File: src/rtl/spi_cfg_sequencer.sv
// Purpose: arbitrates two register-write requesters and serialises each write as a 16-bit SPI mode-0 frame.
// Latency: frame starts the cycle after acceptance; cs_n low 33*CLK_DIV cycles, then GAP_CYCLES idle.
// Backpressure: readyN only in IDLE, one round-robin grant at a time; optional SPI_SEQ_DEDUP_EN skips rewrites.
module spi_cfg_sequencer #(
    parameter int         CLK_DIV     = 4,
    parameter int         GAP_CYCLES  = 4,
    parameter logic [6:0] MAX_ADDRESS = 7'h04
) (
    input  logic       clk,
    input  logic       rst,
    input  logic       req0_valid,
    input  logic [6:0] req0_addr,
    input  logic [7:0] req0_data,
    output logic       req0_ready,
    input  logic       req1_valid,
    input  logic [6:0] req1_addr,
    input  logic [7:0] req1_data,
    output logic       req1_ready,
    output logic       sclk,
    output logic       mosi,
    output logic       cs_n,
    output logic       busy,
    output logic       err
);

    typedef enum logic [1:0] {IDLE, SETUP, SHIFT, GAP} state_t;

    localparam logic [7:0] DIV_LAST = 8'(CLK_DIV - 1);
    localparam logic [7:0] GAP_LAST = 8'(GAP_CYCLES - 1);

    state_t      state_q, state_d;
    logic        rr_ptr;       // 1: requester 1 has priority
    logic        grant0, grant1, accept, in_range, dup, launch;
    logic [6:0]  sel_addr;
    logic [7:0]  sel_data;
    logic [7:0]  div_cnt;
    logic [4:0]  bit_cnt;
    logic        phase_hi;
    logic [15:0] shreg;

    // Round-robin grant and handshake; ready is only offered while idle and out of reset
    always_comb begin
        grant0     = req0_valid && (!rr_ptr || !req1_valid);
        grant1     = req1_valid && (rr_ptr || !req0_valid);
        req0_ready = (state_q == IDLE) && !rst && grant0;
        req1_ready = (state_q == IDLE) && !rst && grant1;
        accept     = req0_ready || req1_ready;
        sel_addr   = grant1 ? req1_addr : req0_addr;
        sel_data   = grant1 ? req1_data : req0_data;
        in_range   = sel_addr <= MAX_ADDRESS;
        launch     = accept && in_range && !dup;
    end

`ifdef SPI_SEQ_DEDUP_EN
    logic [7:0]           shadow_dat [0:MAX_ADDRESS];
    logic [MAX_ADDRESS:0] shadow_vld;

    // A write is redundant when the last data sent to that address matches
    always_comb begin
        dup = 1'b0;
        for (int i = 0; i <= int'(MAX_ADDRESS); i++) begin
            if (sel_addr == 7'(i) && shadow_vld[i] && shadow_dat[i] == sel_data) begin
                dup = 1'b1;
            end
        end
    end

    // Shadow valid bits: cleared by reset, set by every launched frame
    always_ff @(posedge clk or posedge rst) begin
        if (rst) begin
            shadow_vld <= '0;
        end else if (launch) begin
            for (int i = 0; i <= int'(MAX_ADDRESS); i++) begin
                if (sel_addr == 7'(i)) shadow_vld[i] <= 1'b1;
            end
        end
    end

    // Shadow data follows every launched frame; contents are meaningless until valid
    always_ff @(posedge clk) begin
        if (launch) begin
            for (int i = 0; i <= int'(MAX_ADDRESS); i++) begin
                if (sel_addr == 7'(i)) shadow_dat[i] <= sel_data;
            end
        end
    end
`else
    assign dup = 1'b0;
`endif

    // Requester granted last drops to lower priority; err flags an out-of-range acceptance
    always_ff @(posedge clk or posedge rst) begin
        if (rst) begin
            rr_ptr <= 1'b0;
            err    <= 1'b0;
        end else begin
            if (accept) rr_ptr <= grant0;
            err <= accept && !in_range;
        end
    end

    // State register
    always_ff @(posedge clk or posedge rst) begin
        if (rst) state_q <= IDLE;
        else     state_q <= state_d;
    end

    // Next state and SPI pins; pins decode straight from state so reset lifts cs_n without a clock
    always_comb begin
        state_d = state_q;
        sclk    = 1'b0;
        mosi    = 1'b0;
        cs_n    = 1'b1;
        busy    = state_q != IDLE;
        case (state_q)
            IDLE: begin
                if (launch) state_d = SETUP;
            end
            SETUP: begin
                cs_n = 1'b0;
                mosi = shreg[15];
                if (div_cnt == DIV_LAST) state_d = SHIFT;
            end
            SHIFT: begin
                cs_n = 1'b0;
                mosi = shreg[15];
                sclk = phase_hi;
                if (div_cnt == DIV_LAST && !phase_hi && bit_cnt == 5'd15) state_d = GAP;
            end
            GAP: begin
                if (div_cnt == GAP_LAST) state_d = IDLE;
            end
            default: state_d = IDLE;
        endcase
    end

    // Divider, bit counter and shift register; data shifts on each sclk fall
    always_ff @(posedge clk or posedge rst) begin
        if (rst) begin
            div_cnt  <= '0;
            bit_cnt  <= '0;
            phase_hi <= 1'b0;
            shreg    <= '0;
        end else if (launch) begin
            shreg    <= {1'b1, sel_addr, sel_data};
            div_cnt  <= '0;
            bit_cnt  <= '0;
            phase_hi <= 1'b1;
        end else if (state_q != state_d) begin
            div_cnt <= '0;
        end else if (state_q == SHIFT && div_cnt == DIV_LAST) begin
            div_cnt  <= '0;
            phase_hi <= !phase_hi;
            if (phase_hi) shreg   <= {shreg[14:0], 1'b0};
            else          bit_cnt <= bit_cnt + 5'd1;
        end else if (state_q != IDLE) begin
            div_cnt <= div_cnt + 8'd1;
        end
    end

endmodule

File: config.mk
export PLATFORM = sky130hd
export DESIGN_NAME = spi_cfg_sequencer
export DESIGN_NICKNAME = d
export VERILOG_FILES = /design/src/rtl/spi_cfg_sequencer.sv
export SDC_FILE = /design/constraint.sdc
export NUM_CORES = 1
export LEC_CHECK = 0
export CAP_MARGIN = 20
export CORE_ASPECT_RATIO = 0.9
export CORE_MARGIN = 10
export CORE_UTILIZATION = 25
export CTS_CLUSTER_SIZE = 8
export DETAILED_ROUTE_END_ITERATION = 12
export MAX_ROUTING_LAYER = met4
export PLACE_DENSITY = 0.5
export SKIP_CTS_REPAIR_TIMING = 1
export SYNTH_ARGS = -nofsm -noshare
export SYNTH_HDL_FRONTEND = slang
export SYNTH_SLANG_ARGS = --single-unit
File: constraint.sdc
create_clock -name clk -period 3.8 [get_ports clk]
set_input_delay 0.57 -clock clk [delete_from_list [all_inputs] [get_ports clk]]
set_output_delay 0.57 -clock clk [all_outputs]
set_load 0.02 [all_outputs]
# After elaboration in Yosys (flattened, before gate mapping)
# Cells that the tools add are included.
dict set report word_totals {
  inputBits 34
  ff_bits 34
  out_inout_bits 7
}
dict set report op_classes {
  n_reduce_logical 28
  mux 25
  order_cmp 1
  eq_ne 8
  n_addsub 2
}
# cell count
set ops {}
lappend ops {{$mux 16} 4}
lappend ops {{$mux 8} 5}
lappend ops {{$mux 5} 4}
lappend ops {{$logic_and 1x1->1} 10}
lappend ops {{$add 8x1->8 const B} 1}
lappend ops {{$eq 8x2->1 const B} 1}
lappend ops {{$mux 2} 4}
lappend ops {{$pmux 2 s4} 1}
lappend ops {{$le 7x3->1 const B} 1}
lappend ops {{$mux 7} 1}
lappend ops {{$logic_not 1->1} 6}
lappend ops {{$mux 1} 6}
lappend ops {{$reduce_and 3->1} 2}
lappend ops {{$reduce_bool 2->1} 3}
lappend ops {{$add 5x1->5 const B} 1}
lappend ops {{$eq 5x4->1 const B} 1}
lappend ops {{$eq 2x2->1 const B} 2}
lappend ops {{$ne 2x2->1 const B} 2}
lappend ops {{$reduce_bool 4->1} 1}
lappend ops {{$logic_or 1x1->1} 3}
lappend ops {{$eq 2x1->1 const B} 1}
lappend ops {{$logic_not 2->1} 1}
lappend ops {{$ne 2x2->1} 1}
lappend ops {{$reduce_and 2->1} 1}
lappend ops {{$reduce_or 2->1} 1}

# Depth between registers and ports, before layout
# Gate-level depths: netlist of the first run.
dict set report depth {
  depth_word 11
  depth_mapped 11
}

# Worst setup path before layout of the first run
# OpenSTA, ideal clock, no wires.
dict set report synth_path {
  path_kind {register to register}
  start {reg state_q[1]}
  end {reg bit_cnt[3]}
  t_required_ns 3.681
  slack_ns 1.117
  arrival_time_ns 2.564
  stages_incl_launch_ff 10
  setup_ns 0.119
  synth_period_minus_slack_ns 2.683
  cell_sequence {dfrtp_1 -> inv_1 -> ha_1 -> nand2b_1 -> a211o_1 -> o32ai_4 -> a221o_4 -> a2111oi_4 -> a41oi_1 -> o21a_1}
}
dict set report synth_via {
  elab_chain_cells 10
  word_cells_on_any_way 21
  cone_classes {6 x eq/ne; 6 x mux; 9 x reduce/logical}
}
# element line_no
set synth_rtl {}
lappend synth_rtl {{start, declared} 31} ;# state_t state_q, state_d;
lappend synth_rtl {{start signal, assigned} 105} ;# else state_q <= state_d;
lappend synth_rtl {{$logic_not 2->1} {45, 46, 115}}
lappend synth_rtl {{$logic_and 1x1->1} {45, 46}}
lappend synth_rtl {{$logic_and 1x1->1, on equally long branches} {45, 46}}
lappend synth_rtl {{$logic_or 1x1->1} 47} ;# accept = req0_ready || req1_ready;
lappend synth_rtl {{$logic_and 1x1->1} 51} ;# launch = accept && in_range && !dup;
lappend synth_rtl {{$mux 2} 117} ;# if (launch) state_d = SETUP;
lappend synth_rtl {{$pmux 2 s4} 115} ;# case (state_q)
lappend synth_rtl {{$ne 2x2->1} 149} ;# end else if (state_q != state_d) begin
lappend synth_rtl {{$ne 2x2->1 (no source line)} n/a}
lappend synth_rtl {{$reduce_and 3->1 (no source line)} n/a}
lappend synth_rtl {{end signal, assigned} 155} ;# else bit_cnt <= bit_cnt + 5'd1;
lappend synth_rtl {{end, declared} 37} ;# logic [4:0] bit_cnt;
# Several ways; a longest one is shown, not always the timed one.
# A chain may end at the register's enable or synchronous reset.

# Final worst setup path of the first run
dict set report layout_path {
  start {reg state_q[1]}
  end {out req0_ready}
}
dict set report layout_via {
  elab_chain_cells 3
}
# element line_no
set layout_rtl {}
lappend layout_rtl {{$logic_not 2->1} 45} ;# req0_ready = (state_q == IDLE) && !rst && grant0;
lappend layout_rtl {{$logic_and 1x1->1 (2 in series)} 45}
lappend layout_rtl {{end, declared} 14} ;# output logic req0_ready,
# Every way passes these cells.

==> results.toml, run 1 <==
[yosys]
mappedNetlistArea_um2 = 2060
post_synth_inst_count = 196
synth-xor-area-share_pct = 3.40
synth-main-ff-cell = "sky130_fd_sc_hd__dfrtp_1"
synth.net_count = 238
yosysWarningCount = 0
synth-edff-count = 0
ys_ff_latch = 34
postSynthAreaPerCell_um2 = 10.5
synth_unique_cells = 48
ys_seq_area_share_pct = 41.3
synthesized_area_fraction_occupied_by_adder_cells_pct = 4.85
synth_simple_gate_area_share_pct = 16.9
synth_top_family_by_area = "simple AND/OR/NAND/NOR gates"
muxShareOfSynthArea_pct = 15.5
ys_async_sr_fraction_pct = 100
synth-compound-area-share_pct = 13.6

[worst_setup_path]
timing.critical_path.from_type = "flip-flop"
critPathKind = "flip-flop to output port"
cp_data_required_time_ns = 3.23
critical_path_arrival_ns = 2.45
reg2reg_slack_ns = 0.81
r2r_start = "state_q[1]"
path_delay_family = "buffers and inverters"
cp-end-kind = "output port"
crit_top_cell = "sky130_fd_sc_hd__inv_1"
worstPathBufferInverterCount = 3
cell_chain_critical_path = "inv_1 -> ha_1 -> nand2b_1 -> a211o_1 -> inv_1 -> clkdlybuf4s50_1"
timing.rr.end = "bit_cnt[3]"
critical_path.slowest_cell = "sky130_fd_sc_hd__clkdlybuf4s50_1"
critPathMaxFanout = 6
critical_path.max_stage_delay_ns = 0.61
worstRegToRegCells = 9

[power]
peakVddDrop_mv = 0.176
total_leakage_power_nw = 1.15
power.density_cell_area_nw_per_um2 = 555

[routing]
dr.pass1.iters = 4
wl_per_cell_um = 13.6
drt.antenna.violating_nets = 0
detail_route.vias_per_cell = 4.56
totalWireLength_um = 4630
drc_errors = 0
initial_drc_count = 45
num_vias = 1556

[clocking]
tritoncts = "done"
max-clock-path-buffers = 2
cts-root-buf = "sky130_fd_sc_hd__clkbuf_8"
tritoncts_num_sinks = 34
cts_htree_levels = 2
worst_setup_hold_path_clk_slew_ns = 0.07
numCtsBuffers = 5
skew_pair_late_insertion_delay_ns = 0.28

[place]
hpwlAfterDp_um = 3570
place_ws_ns = 0.629
dp_cells = 333
place.gp.congestion = 0.781
io_buffers = 40
detailed_place.area_um2 = 2570

[layout]
finalNetCount = 283
post_route_cells_drive_above_1_share_pct = 10.3
insertedDiodeCount = 0
layout.cells.most_common_list = "sky130_fd_sc_hd__clkdlybuf4s50_1 (40), sky130_fd_sc_hd__dfrtp_1 (34), sky130_fd_sc_hd__mux2i_1 (32), sky130_fd_sc_hd__nor2_1 (21), sky130_fd_sc_hd__a21oi_1 (10)"
areaGrowthSynthToFinish_pct = 29.1
design_area_um2 = 2660
final_cell_count_no_fill = 341
layout.cells.most_common = "sky130_fd_sc_hd__clkdlybuf4s50_1"
fillerInstances = 838

[sta]
finalWorstSetupSlack_ns = 0.783
setup_violations = 0
maxClockFrequency_mhz = 331
max-slew-margin-rel_pct = 59.3
period_needed_ns = 3.02
clock_skew_ns = 0.00643
rsz0062_at_grt = "no"
report.final.slew_viol_count = 0
tightest_slew_ns = 0.611
hold_violations = 0
finalCritPeriodShare_pct = 79.4
timing.setup.tns_ns = 0

[global_routing]
global_route.usage.total_pct = 8.15
grt_antenna_before_repair = 0
grt_pass1_vias = 1675
overflow = 0
largest_net_degree_at_the_start_of_global_routing = 28
wire_length_of_the_first_global_routing_pass_um = 8050

[job]
max_cap_viol_count = 0

[worst_hold_path]
timing.hold.worst_path_depth = 2
whs_endpoint = "shreg[15]"
min-delay-start = "shreg[14]"
min_path_type = "flip-flop to flip-flop"

[die]
row_count = 31
die_w_um = 116
design.die.area_um2 = 12300
floorplan.die.height_um = 106
initial_cell_density_of_the_core_pct = 25.7
core_region_area_um2 = 8030
ioPinCount = 41

[status]
run_status = "completed"
## flip-flops by register name (all words and copies together), names as in the netlist
name,cells
shreg,16
div_cnt,8
bit_cnt,5
state_q,2
err,1
phase_hi,1
rr_ptr,1
## how the worst max path moves through the flow
stage / from / slack [ns] / endpoint / cells past startpoint
global route: state_q[1] / 0.59 / bit_cnt[3] / 9
CTS: state_q[1] / 0.74 / req0_ready / 6
global placement: rst / 0.68 / bit_cnt[3] / 8
detailed placement: rst / 0.63 / bit_cnt[3] / 8
floorplan: state_q[1] / 1.12 / bit_cnt[3] / 9
finish: state_q[1] / 0.78 / req0_ready / 6
## area by class of cell
type,count,area (um^2),share of cell area [%]
clock buffer,7,86.3,3.24
clock inverter,1,5.00,0.188
multi-input combinational,144,1120,42.1
tap,99,124,4.65
inverter,12,45.0,1.69
sequential,34,851,32.0
timing repair buffer,44,430,16.2
## cells in the mapped netlist (all sizes together), types with 3 or more instances
cell | count | area share, %
clkbuf | 4 | 0.73
nor2 | 21 | 3.8
mux2i | 32 | 16
xor2 | 5 | 2.1
ha | 8 | 4.9
nand2 | 7 | 1.4
nor3b | 3 | 1.1
xnor2 | 3 | 1.3
nor4 | 3 | 1.2
inv | 11 | 2.0
nand2b | 4 | 1.2
a21oi | 12 | 3.6
nand3 | 6 | 1.5
a22oi | 3 | 1.1
nor3 | 4 | 0.97
dfrtp | 34 | 41
o21ai | 8 | 2.1
## worst reg2reg max path, cell delays in order, from the launching register on
cell                        delay [ns]
sky130_fd_sc_hd__dfrtp_1          0.44
sky130_fd_sc_hd__inv_1            0.13
sky130_fd_sc_hd__ha_1             0.30
sky130_fd_sc_hd__nand2b_1         0.23
sky130_fd_sc_hd__a211o_1          0.21
sky130_fd_sc_hd__o32ai_4          0.12
sky130_fd_sc_hd__a221o_4          0.47
sky130_fd_sc_hd__a2111oi_4        0.59
sky130_fd_sc_hd__a41oi_1          0.19
sky130_fd_sc_hd__o21a_1           0.20
## cell families (layout without fill, tap and decap cells)
| family | count (synthesis) | count (layout) |
|---|---|---|
| AOI/OAI and AO/OA | 33 | 33 |
| and+or+nand+nor | 63 | 63 |
| DFF | 34 | 34 |
| muxes | 32 | 32 |
| xor gates and xnor gates | 8 | 8 |
| buffers and inverters | 18 | 64 |
| adders and majority gates | 8 | 8 |
## metal layers
layer  vias to the layer above  part of all wire (%)  track usage, %
li1                        791                     -               -
met1                       744                    48            10.2
met2                        19                    50            13.0
met3                         2                   2.4            2.19
met4                         0                  0.50            1.61
met5                         -                     0               -
## report_power, final
part | total (mW) | leakage [nW] | switching (mW) | internal [mW]
Combinational | 0.620 | 0.657 | 0.327 | 0.293
Clock | 0.279 | 0.0482 | 0.133 | 0.146
Sequential | 0.578 | 0.444 | 0.0962 | 0.482
## stage by stage
stage / hold slack (ns) / utilization [%] / power, mW
floorplan: 0.457 / - / 1.02
detailed placement: 0.493 / 32.0 / 1.22
global placement: 0.487 / 32.0 / 1.21
global route: 0.543 / 33.1 / 1.61
finish: 0.505 / 33.1 / 1.48
CTS: 0.508 / 33.1 / 1.51
Power figures use the tool's default switching activity.
==> inputs of run 2 (changes only) <==
--- a/config.mk
+++ b/config.mk
@@ -12,7 +12,7 @@
 export CTS_CLUSTER_SIZE = 8
 export DETAILED_ROUTE_END_ITERATION = 12
 export MAX_ROUTING_LAYER = met4
-export PLACE_DENSITY = 0.5
+export PLACE_DENSITY = 0.51
 export SKIP_CTS_REPAIR_TIMING = 1
 export SYNTH_ARGS = -nofsm -noshare
 export SYNTH_HDL_FRONTEND = slang
==> constraint.sdc (replaced) <==
create_clock -name clk -period 2.5 [get_ports clk]
set_input_delay 0.375 -clock clk [delete_from_list [all_inputs] [get_ports clk]]
set_output_delay 0.375 -clock clk [all_outputs]
set_load 0.02 [all_outputs]
==> results.toml, run 2 (synthesis results as in run 1) <==
[place]
dp_cells = 354
io_buffers = 40
place.gp.congestion = 0.787
hpwlAfterDp_um = 3620

[die]
initial_cell_density_of_the_core_pct = 25.7
row_count = 31
ioPinCount = 41
die_w_um = 116
floorplan.die.height_um = 106
design.die.area_um2 = 12300
core_region_area_um2 = 8030

[clocking]
max-clock-path-buffers = 2
tritoncts_num_sinks = 34
skew_pair_late_insertion_delay_ns = 0.28
cts_htree_levels = 2
tritoncts = "done"
numCtsBuffers = 5
worst_setup_hold_path_clk_slew_ns = 0.08
cts-root-buf = "sky130_fd_sc_hd__clkbuf_8"

[global_routing]
groute.layer.met1.usage_pct = 9.92
wire_length_of_the_first_global_routing_pass_um = 7810
global_route.usage.total_pct = 7.85
grt_antenna_before_repair = 0
largest_net_degree_at_the_start_of_global_routing = 33
overflow = 0
gr_met2_demand_resource_pct = 12.3
grt.busiest_layer = "met2"
grt_pass1_vias = 1674
grt.met3_usage_pct = 2.42

[sta]
max-slew-margin-rel_pct = 72.1
setup_violations = 8
finalWorstSetupSlack_ns = -0.0527
maxClockFrequency_mhz = 392
tightest_slew_ns = 0.418
report.final.slew_viol_count = 0
hold_violations = 0
period_needed_ns = 2.55
hold_slack_ns = 0.312
clock_skew_ns = 0.00916
rsz0062_at_grt = "yes"
finalCritPeriodShare_pct = 102
timing.setup.tns_ns = -0.182

[layout]
insertedDiodeCount = 0
largest_register_ff_count = 16
reg.largest.list = "shreg x16, div_cnt x8, bit_cnt x5"
finalNetCount = 308
areaGrowthSynthToFinish_pct = 45.8
post_route_cells_drive_above_1_share_pct = 23.2
top_register = "shreg"
final_cell_count_no_fill = 366
layout.cells.most_common = "sky130_fd_sc_hd__clkdlybuf4s50_1"
layout.cells.most_common_list = "sky130_fd_sc_hd__clkdlybuf4s50_1 (39), sky130_fd_sc_hd__dfrtp_1 (34), sky130_fd_sc_hd__mux2i_1 (32), sky130_fd_sc_hd__buf_4 (26), sky130_fd_sc_hd__nor2_1 (21)"
fillerInstances = 797

[job]
max_cap_viol_count = 0

[worst_setup_path]
r2r_start = "div_cnt[0]"
timing.critical_path.from_type = "flip-flop"
cp-end-kind = "flip-flop"
critPathKind = "flip-flop to flip-flop"
reg2reg_slack_ns = -0.05
critical_path_arrival_ns = 2.75
critPathMaxFanout = 5
timing.rr.end = "shreg[4]"
worstRegToRegCells = 9
cp_data_required_time_ns = 2.70

[worst_hold_path]
min_path_type = "input pin to async pin"

[routing]
drt.antenna.violating_nets = 0
drc_errors = 0
initial_drc_count = 59
detail_route.vias_per_cell = 4.49
wl_per_cell_um = 12.9
dr.pass1.iters = 4
num_vias = 1644
totalWireLength_um = 4730

[power]
power.sequential.fraction_pct = 32.3
power.density_cell_area_nw_per_um2 = 894
pwr-share-clk_pct = 22.7
power.combinational.fraction_pct = 45.0
total_leakage_power_nw = 1.33
total_power_mw = 2.69
p_sw_share_pct = 34.6
total_switching_power_mw = 0.930
internal_power_component_mw = 1.76
peakVddDrop_mv = 0.280

[status]
run_status = "finished with violations"
violated_checks = "negative setup slack"
## run 2: layout make-up
| class | count | area [um^2] | share of cell area (%) |
|---|---|---|---|
| multi-input combinational | 144 | 1190 | 39.7 |
| inverter | 12 | 45.0 | 1.50 |
| clock buffer | 5 | 68.8 | 2.29 |
| clock inverter | 3 | 68.8 | 2.29 |
| sequential | 34 | 851 | 28.3 |
| tap | 99 | 124 | 4.12 |
| timing repair buffer | 69 | 654 | 21.8 |
## run 2: power groups by stage
stage               logic, mW  registers [mW]  clock network [mW]
finish                   1.21           0.866               0.611
global route             1.34           0.889               0.655
CTS                      1.14           0.859               0.630
detailed placement       1.13           0.869                   0
global placement         1.13           0.866                   0
floorplan               0.731           0.852                   0
## run 2: critical path, stage by stage (launching register included)
cell and delay, ns:
sky130_fd_sc_hd__dfrtp_1 0.37, sky130_fd_sc_hd__ha_2 0.18, sky130_fd_sc_hd__or4b_4 0.48, sky130_fd_sc_hd__or4_4 0.46, sky130_fd_sc_hd__a21oi_4 0.20, sky130_fd_sc_hd__a221o_4 0.22, sky130_fd_sc_hd__a211oi_4 0.09, sky130_fd_sc_hd__clkbuf_16 0.17
sky130_fd_sc_hd__nand2b_1 0.14, sky130_fd_sc_hd__a22oi_1 0.17
## run 2: stage by stage
stage,cell area [um^2],worst slack (ns),utilization (%)
6_report,3010,-0.0527,37.4
5_1_grt,3010,-0.145,37.4
4_1_cts,2900,-0.131,36.1
3_5_place_dp,2760,-0.197,34.4
3_3_place_gp,2760,-0.110,34.4
2_1_floorplan,2080,0.00256,-
## run 2: per-layer routing
layer / part of all wire (%) / up-vias / wire (um)
met1: 48 / 784 / 2280
li1: - / 836 / -
met5: 0 / - / 0
met4: 0.36 / 0 / 17
met3: 2.7 / 2 / 126
met2: 49 / 22 / 2300
## run 2: worst max path at each step
stage               startpoint          to
finish              div_cnt[0]    shreg[4]
global route        div_cnt[0]  bit_cnt[2]
CTS                 state_q[0]  req0_ready
detailed placement         rst  bit_cnt[4]
global placement           rst  bit_cnt[4]
floorplan           state_q[1]  bit_cnt[3]
